### src/rtl/ysyx_25040129_ifq.sv
// Prefetching instruction-fetch queue between the AXI-lite I-port and the IDU.
// Define YSYX_25040129_IFQ_PERF_EN to add the perf_fetch_cnt/perf_drop_cnt outputs.
module ysyx_25040129_ifq #(
    parameter logic [31:0] RESET_PC        = 32'h8000_0000,
    parameter int          DEPTH           = 4,
    parameter int          MAX_OUTSTANDING = 2
) (
    input  logic        clk,
    input  logic        rst,
    input  logic        flush,
    input  logic [31:0] flush_target,
    input  logic        csr_hazard,
    output logic        out_valid,
    input  logic        out_ready,
    output logic [31:0] out_pc,
    output logic [31:0] out_inst,
    output logic        out_err,
    output logic [31:0] araddr,
    output logic        arvalid,
    input  logic        arready,
    input  logic [31:0] rdata,
    input  logic [1:0]  rresp,
    input  logic        rvalid,
    output logic        rready
`ifdef YSYX_25040129_IFQ_PERF_EN
    ,
    output logic [31:0] perf_fetch_cnt,
    output logic [31:0] perf_drop_cnt
`endif
);
    localparam int PTR_W = $clog2(DEPTH);
    localparam int CNT_W = PTR_W + 2;

    typedef logic [CNT_W-1:0] cnt_t;
    typedef logic [PTR_W:0]   ptr_t;

    logic [31:0] fetch_pc_q, fetch_pc_d;
    logic [31:0] resp_pc_q, resp_pc_d;
    cnt_t        outstanding_q, outstanding_d;
    cnt_t        drop_cnt_q, drop_cnt_d;
    logic        ar_stale_q, ar_stale_d;
    logic        ar_pend_q, ar_pend_d;
    logic [31:0] araddr_q, araddr_d;
    ptr_t        wptr_q, wptr_d;
    ptr_t        rptr_q, rptr_d;

    logic [31:0] mem_pc   [DEPTH];
    logic [31:0] mem_inst [DEPTH];
    logic        mem_err  [DEPTH];

    cnt_t fifo_count;
    logic fifo_empty;
    logic issue_ok;
    logic ar_fire;
    logic r_fire;
    logic drop_now;
    logic push;
    logic pop;

    assign fifo_count = cnt_t'(wptr_q - rptr_q);
    assign fifo_empty = (wptr_q == rptr_q);

    // Credit check counts in-flight reads against free slots so a response never finds the FIFO full.
    assign issue_ok = !rst && !flush && !csr_hazard
                      && (outstanding_q < cnt_t'(MAX_OUTSTANDING))
                      && ((outstanding_q + fifo_count) < cnt_t'(DEPTH));

    assign arvalid  = !rst && (ar_pend_q || issue_ok);
    assign araddr   = ar_pend_q ? araddr_q : fetch_pc_q;
    assign rready   = !rst;
    assign ar_fire  = arvalid && arready;
    assign r_fire   = rvalid && rready;
    assign drop_now = r_fire && (flush || (drop_cnt_q != '0));
    assign push     = r_fire && !drop_now;

    assign out_valid = !rst && !fifo_empty && !flush && !csr_hazard;
    assign pop       = out_valid && out_ready;
    assign out_pc    = (rst || fifo_empty) ? RESET_PC : mem_pc[rptr_q[PTR_W-1:0]];
    assign out_inst  = (rst || fifo_empty) ? 32'h0    : mem_inst[rptr_q[PTR_W-1:0]];
    assign out_err   = (rst || fifo_empty) ? 1'b0     : mem_err[rptr_q[PTR_W-1:0]];

    always_comb begin
        fetch_pc_d    = fetch_pc_q;
        resp_pc_d     = resp_pc_q;
        outstanding_d = outstanding_q + cnt_t'(ar_fire) - cnt_t'(r_fire);
        drop_cnt_d    = drop_cnt_q;
        ar_stale_d    = ar_stale_q;
        ar_pend_d     = arvalid && !arready;
        araddr_d      = araddr_q;
        wptr_d        = wptr_q;
        rptr_d        = rptr_q;

        if (arvalid && !ar_pend_q) begin
            araddr_d = fetch_pc_q;
        end

        if (flush) begin
            fetch_pc_d = flush_target;
            resp_pc_d  = flush_target;
            // Responses landing this cycle are already gone from outstanding_d.
            drop_cnt_d = outstanding_d;
            ar_stale_d = ar_pend_d;
            wptr_d     = '0;
            rptr_d     = '0;
        end else begin
            if (ar_fire && !ar_stale_q) begin
                fetch_pc_d = fetch_pc_q + 32'd4;
            end
            if (push) begin
                resp_pc_d = resp_pc_q + 32'd4;
            end
            drop_cnt_d = drop_cnt_q - cnt_t'(drop_now) + cnt_t'(ar_fire && ar_stale_q);
            if (ar_fire) begin
                ar_stale_d = 1'b0;
            end
            wptr_d = wptr_q + ptr_t'(push);
            rptr_d = rptr_q + ptr_t'(pop);
        end
    end

    always_ff @(posedge clk) begin
        if (rst) begin
            fetch_pc_q    <= RESET_PC;
            resp_pc_q     <= RESET_PC;
            outstanding_q <= '0;
            drop_cnt_q    <= '0;
            ar_stale_q    <= 1'b0;
            ar_pend_q     <= 1'b0;
            wptr_q        <= '0;
            rptr_q        <= '0;
        end else begin
            fetch_pc_q    <= fetch_pc_d;
            resp_pc_q     <= resp_pc_d;
            outstanding_q <= outstanding_d;
            drop_cnt_q    <= drop_cnt_d;
            ar_stale_q    <= ar_stale_d;
            ar_pend_q     <= ar_pend_d;
            wptr_q        <= wptr_d;
            rptr_q        <= rptr_d;
        end
    end

    always_ff @(posedge clk) begin
        araddr_q <= araddr_d;
        if (push) begin
            mem_pc[wptr_q[PTR_W-1:0]]   <= resp_pc_q;
            mem_inst[wptr_q[PTR_W-1:0]] <= rdata;
            mem_err[wptr_q[PTR_W-1:0]]  <= (rresp != 2'b00);
        end
    end

`ifdef YSYX_25040129_IFQ_PERF_EN
    logic [31:0] perf_fetch_q;
    logic [31:0] perf_drop_q;

    always_ff @(posedge clk) begin
        if (rst) begin
            perf_fetch_q <= '0;
            perf_drop_q  <= '0;
        end else begin
            perf_fetch_q <= perf_fetch_q + 32'(pop);
            perf_drop_q  <= perf_drop_q + 32'(drop_now);
        end
    end

    assign perf_fetch_cnt = perf_fetch_q;
    assign perf_drop_cnt  = perf_drop_q;
`endif

endmodule

### config.mk
export PLATFORM = sky130hd
export DESIGN_NAME = ysyx_25040129_ifq
export DESIGN_NICKNAME = d
export VERILOG_FILES = /design/src/rtl/ysyx_25040129_ifq.sv
export SDC_FILE = /design/constraint.sdc
export NUM_CORES = 1
export LEC_CHECK = 0
export CAP_MARGIN = 20
export CORE_AREA = 3 3 199 201
export DETAILED_ROUTE_END_ITERATION = 6
export DIE_AREA = 0 0 202 204
export PLACE_DENSITY = 0.61
export SLEW_MARGIN = 20
export SYNTH_ARGS = -nofsm -noshare
export SYNTH_HDL_FRONTEND = slang
export SYNTH_SLANG_ARGS = --single-unit
### constraint.sdc
create_clock -name clk -period 10.05 [get_ports clk]
set_clock_uncertainty 0.05 [all_clocks]
set_input_delay 2.5125 -clock clk [delete_from_list [all_inputs] [get_ports clk]]
set_output_delay 2.5125 -clock clk [all_outputs]
set_load 0.01 [all_outputs]
==> flow_metrics.tcl, run 1 <==
set metrics [dict create \
    overflow 0 \
    core_area_um2 37800 \
    start_util_pct 42.1 \
    drt-initial-drc-count 629 \
    avgSynthCellArea_um2 14.8 \
    comb_power_share_pct 8.6 \
    antenna_left 0 \
    wl_met1_um 17500 \
    slew_headroom_pct 31.5 \
    cts_setup_buffers 0 \
    firstDrtPassIters 5 \
    min_from "fetch_pc_q[1]$_SDFFE_PP0P_" \
    die_y_um 204 \
    rsz0062_at_grt "no" \
    cts.sinks 372 \
    cp.arrival_ns 4.89 \
    reg2reg_from "outstanding_q[1]$_SDFF_PP0_" \
    clock_latency_ns 0.53 \
    fmax_mhz 134 \
    worstSetupStartpointType "input port" \
    setup_viol 0 \
    dp.cells 1706 \
    layout.cells.non_filler 1778 \
    place_congestion 0.817 \
    netlist.area_leader.share_pct 55.2 \
    synth_ff_type "edfxtp_1" \
    die_width_um 202 \
    syn_nets 1170 \
    internal_power_mw 2.64 \
    dieArea_um2 41200 \
    fin_nets 1334 \
    grt_pass1_vias 9884 \
    p_sw_uw 771 \
    clkPwrFrac_pct 40.1 \
    hold_path_class "register to register" \
    highest_layer "met4" \
    clk_pin_slew_worst_paths_ns 0.06 \
    cp_num_buf_inv 3 \
    synth_enable_flop_cells 292 \
    yosys_warnings 0 \
    port_buffers 172 \
    timing.setup.tns_ns 0 \
    yosysTopAreaCell "edfxtp_1" \
    synth.distinct_cells 68 \
    dpl.hpwl_um 22700 \
    worstPathRequired_ns 7.49 \
    crit_type "input port to output port" \
    grt_pass1_wl_um 57000 \
    dr_wl_met3_um 1930 \
    period_share_pct 74.2 \
    avgRoutedWirePerCell_um 20.5 \
    p_seq_share_pct 51.3 \
    cts_tree "done" \
    syn_to_final_growth_pct 21.8 \
    fp-row-count 71 \
    cts_resized 0 \
    slowest_stage "nor3_1" \
    route.met2.wl_um 16500 \
    p_leak_nw 6.42 \
    final.min_clock_period_ns 7.46 \
    htreeDepth 2 \
    crit_start "rst" \
    synthTopCellsByArea "edfxtp_1, dfxtp_1, mux4_2, and3_1, mux2_2" \
    maxSlewViolCount 0 \
    grt.total_usage_pct 17.5 \
    synth_most_common_cell "edfxtp_1" \
    root_buffer "clkbuf_16" \
    async_flop_share_pct 0 \
    clockBufferDepth 3 \
    max_stage_delay_ns 0.62 \
    cpLargestDelayFamily "buffers and inverters" \
    drc_errors 0 \
    end_kind "output port" \
    max-vdd-ir-drop_mv 0.102 \
    synthTopCellsByCount "edfxtp_1, dfxtp_1, and3_1, mux4_2, nand2_1" \
    cp_max_fo 61 \
    power_density_nw_per_um2 176 \
    status "complete, no violations" \
    synth_cells 1074 \
    diodes 0 \
    final_layout_size_suffix_gt1_share_pct 14.7 \
    worstMarginPinSlew_ns 1.02 \
    hold_viol 0 \
    wirelength_um 36500 \
    grt_start_max_net_pins 68 \
    cts_buffers 40 \
    cap_viol_max_count 0 \
    io-pin-count 173 \
    switching_share_pct 22.6 \
    via_count 9826 \
    synthesis.area_um2 15900 \
    synth-seq-cells 372 \
    vias_per_cell 5.53 \
    worstPathCellList "buf_2 > buf_4 > nor3_1 > o2111ai_1 > a21oi_1 > clkdlybuf4s50_1" \
    ys_seq_area_share_pct 65.3 \
    antenna_found_initial 0 \
    holdBufCountCts 0 \
]
==> cells by family (layout without fill, tap and decap cells) <==
kind of cell,count (synthesis),count (layout),synth area share [%]
DFF,372,372,65.3
and+or+nand+nor,307,307,10.4
AOI/OAI and AO/OA,151,151,6.81
muxes,102,102,11.8
buffers and inverters,98,291,2.37
adders and majority gates,23,23,2.00
xor gates and xnor gates,21,21,1.29
==> registers in the layout, summed over array words and instances, names as in the netlist <==
| register | count |
|---|---|
| ar_pend_q | 1 |
| ar_stale_q | 1 |
| araddr_q | 32 |
| drop_cnt_q | 4 |
| fetch_pc_q | 32 |
| mem_err | 4 |
| mem_inst | 128 |
| mem_pc | 128 |
| outstanding_q | 4 |
| resp_pc_q | 32 |
| rptr_q | 3 |
| wptr_q | 3 |
==> cell type report <==
class	instances	area [µm²]
Fill cell	3181	18400
Sequential cell	372	10400
Multi-Input combinational cell	604	5170
Timing Repair Buffer	188	1830
Clock buffer	57	1110
Tap cell	511	639
Inverter	32	120
Clock inverter	14	106
==> routing by layer <==
layer  GRT usage [%]  up-vias
met5               0        -
met4            3.99        0
met3            2.93       50
met2            27.0      253
met1            26.3     4939
li1                -     4584
==> metrics by stage <==
step	power [mW]	setup slack [ns]	util [%]	instance area, µm²	hold slack (ns)
after floorplan	1.95	1.58	-	15900	0.376
after global placement	2.07	2.68	48.0	18100	0.411
after detailed placement	2.07	2.59	48.0	18100	0.403
after CTS	3.45	2.58	51.2	19300	0.428
after global routing	3.54	2.35	51.2	19300	0.442
final	3.41	2.59	51.2	19300	0.423
==> cell usage in the layout, fill, tap and decap left out, types with 20 or more instances in the layout <==
cell / count
clkbuf_16: 41
and3_1: 76
clkdlybuf4s50_1: 170
inv_1: 30
mux4_2: 65
a21oi_1: 25
edfxtp_1: 292
nand2_1: 59
nor2_1: 43
dfxtp_1: 78
mux2_2: 32
nand3_1: 21
o21ai_0: 20
nand4_1: 23
==> power groups by stage <==
stage | Clock, mW | Sequential [mW] | Combinational (mW)
after global placement | 0 | 1.78 | 0.290
after global routing | 1.46 | 1.75 | 0.322
after detailed placement | 0 | 1.78 | 0.294
final | 1.37 | 1.75 | 0.293
after floorplan | 0 | 1.77 | 0.183
after CTS | 1.40 | 1.75 | 0.296
==> worst paths after layout <==
path,cells after the start,slack (ns),to
max,6,2.59,arvalid
min,0,0.42,araddr_q[1]$_DFFE_PP_
max reg2reg,17,5.86,drop_cnt_q[2]$_SDFF_PP0_
min reg2reg,0,0.42,araddr_q[1]$_DFFE_PP_
(Power assumes the default switching activity.)
==> inputs of run 2 (changes only) <==
--- a/config.mk
+++ b/config.mk
@@ -9,7 +9,7 @@
 export CORE_AREA = 3 3 199 201
 export DETAILED_ROUTE_END_ITERATION = 6
 export DIE_AREA = 0 0 202 204
-export PLACE_DENSITY = 0.61
+export PLACE_DENSITY = 0.63
 export SLEW_MARGIN = 20
 export SYNTH_ARGS = -nofsm -noshare
 export SYNTH_HDL_FRONTEND = slang
==> constraint.sdc (replaced) <==
create_clock -name clk -period 6.5 [get_ports clk]
set_clock_uncertainty 0.05 [all_clocks]
set_input_delay 1.625 -clock clk [delete_from_list [all_inputs] [get_ports clk]]
set_output_delay 1.625 -clock clk [all_outputs]
set_load 0.01 [all_outputs]
==> flow_metrics.tcl, run 2 (same netlist as run 1, synthesis figures left out) <==
set metrics [dict create \
    status "complete, no violations" \
    drt-initial-drc-count 666 \
    cp_max_fo 5 \
    wl_met1_um 17400 \
    hold_path_class "register to register" \
    clockBufferDepth 3 \
    antenna_left 0 \
    period_share_pct 85.7 \
    overflow 0 \
    fill_cells 3193 \
    rsz0062_at_grt "no" \
    crit_start "csr_hazard" \
    via_count 9905 \
    io-pin-count 173 \
    place_congestion 0.820 \
    wirelength_um 36600 \
    place_worst_setup_slack_ns 0.976 \
    whs_endpoint "araddr_q[1]$_DFFE_PP_" \
    max-vdd-ir-drop_mv 0.166 \
    fp-row-count 71 \
    root_buffer "clkbuf_16" \
    hold_path_depth 0 \
    grt_pass1_wl_um 57200 \
    end_kind "output port" \
    grt_start_max_net_pins 68 \
    worstMarginPinSlew_ns 1.04 \
    clk_pin_slew_worst_paths_ns 0.06 \
    worstSetupStartpointType "input port" \
    hold_viol 0 \
    diodes 0 \
    slew_headroom_pct 30.9 \
    cts_resized 0 \
    reg2reg_from "wptr_q[1]$_SDFF_PP0_" \
    regToRegEndpoint "drop_cnt_q[1]$_SDFF_PP0_" \
    min_from "fetch_pc_q[1]$_SDFFE_PP0P_" \
    r2r_cells 16 \
    fin_ws_ns 0.926 \
    fmax_mhz 179 \
    timing.setup.tns_ns 0 \
    core_area_um2 37800 \
    layout_commonest_cell "edfxtp_1" \
    avgRoutedWirePerCell_um 20.5 \
    cts_tree "done" \
    drc_errors 0 \
    port_buffers 172 \
    dieArea_um2 41200 \
    worstPathRequired_ns 4.83 \
    dr_wl_met3_um 2010 \
    final_cell_mix "edfxtp_1, clkdlybuf4s50_1, dfxtp_1, and3_1, mux4_2" \
    grt_pass1_vias 9882 \
    setup_viol 0 \
    htreeDepth 2 \
    syn_to_final_growth_pct 22.6 \
    cts_buffers 40 \
    fin_nets 1337 \
    cts.sinks 372 \
    firstDrtPassIters 5 \
    clock_latency_ns 0.53 \
    die_y_um 204 \
    cts_setup_buffers 0 \
    crit_type "input port to output port" \
    rrSetupSlack_ns 2.29 \
    power_density_nw_per_um2 274 \
    final.min_clock_period_ns 5.57 \
    holdBufCountCts 0 \
    dpl.hpwl_um 22900 \
    die_width_um 202 \
    final_layout_size_suffix_gt1_share_pct 15.0 \
    antenna_found_initial 0 \
    grt.total_usage_pct 17.6 \
    vias_per_cell 5.56 \
    p_leak_nw 6.47 \
    start_util_pct 42.1 \
    cp.arrival_ns 3.90 \
    maxSlewViolCount 0 \
    route.met2.wl_um 16400 \
    highest_layer "met4" \
    cap_viol_max_count 0 \
]
==> run 2: worst max path at each step <==
stage | end | slack (ns)
after floorplan | mem_err[0]$_DFFE_PP_ | -1.08
after global placement | arvalid | 1.04
after detailed placement | arvalid | 0.98
after CTS | arvalid | 0.96
after global routing | arvalid | 0.79
final | arvalid | 0.93
==> run 2: area by class of cell <==
| class | count | area [µm²] | share of cell area (%) |
|---|---|---|---|
| sequential | 372 | 10400 | 53.3 |
| clock buffer | 58 | 1130 | 5.81 |
| tap | 511 | 639 | 3.28 |
| inverter | 32 | 120 | 0.617 |
| timing repair buffer | 191 | 1900 | 9.78 |
| multi-input combinational | 604 | 5170 | 26.5 |
| clock inverter | 14 | 133 | 0.681 |
==> run 2: metrics by stage <==
step | area, µm² | total power, mW | hold slack [ns] | utilization (%) | std cells
6_report | 19500 | 5.34 | 0.418 | 51.6 | 1782
3_5_place_dp | 18200 | 3.21 | 0.406 | 48.2 | 1710
3_3_place_gp | 18200 | 3.20 | 0.408 | 48.2 | 1710
5_1_grt | 19500 | 5.57 | 0.455 | 51.6 | 1782
4_1_cts | 19500 | 5.41 | 0.425 | 51.6 | 1782
2_1_floorplan | 15900 | 3.01 | 0.376 | - | 1074
==> run 2: critical path, stage by stage <==
cell and delay (ns):
clkdlybuf4s50_1 0.39, nor3_1 0.54, o2111ai_1 0.34, a21oi_1 0.39, clkdlybuf4s50_1 0.61
==> run 2: power breakdown <==
group          switching [mW]  leakage, nW  total [mW]  internal, mW
Clock                   0.894        0.612        2.18          1.29
Combinational           0.239         2.54       0.457         0.218
Sequential             0.0677         3.32        2.70          2.64
Total                    1.20         6.47        5.34          4.14
==> run 2: layer usage <==
layer | vias to the layer above | global-route usage (%)
met3 | 53 | 2.99
met4 | 0 | 4.54
met1 | 4981 | 26.4
li1 | 4584 | -
met2 | 287 | 26.9
met5 | - | 0
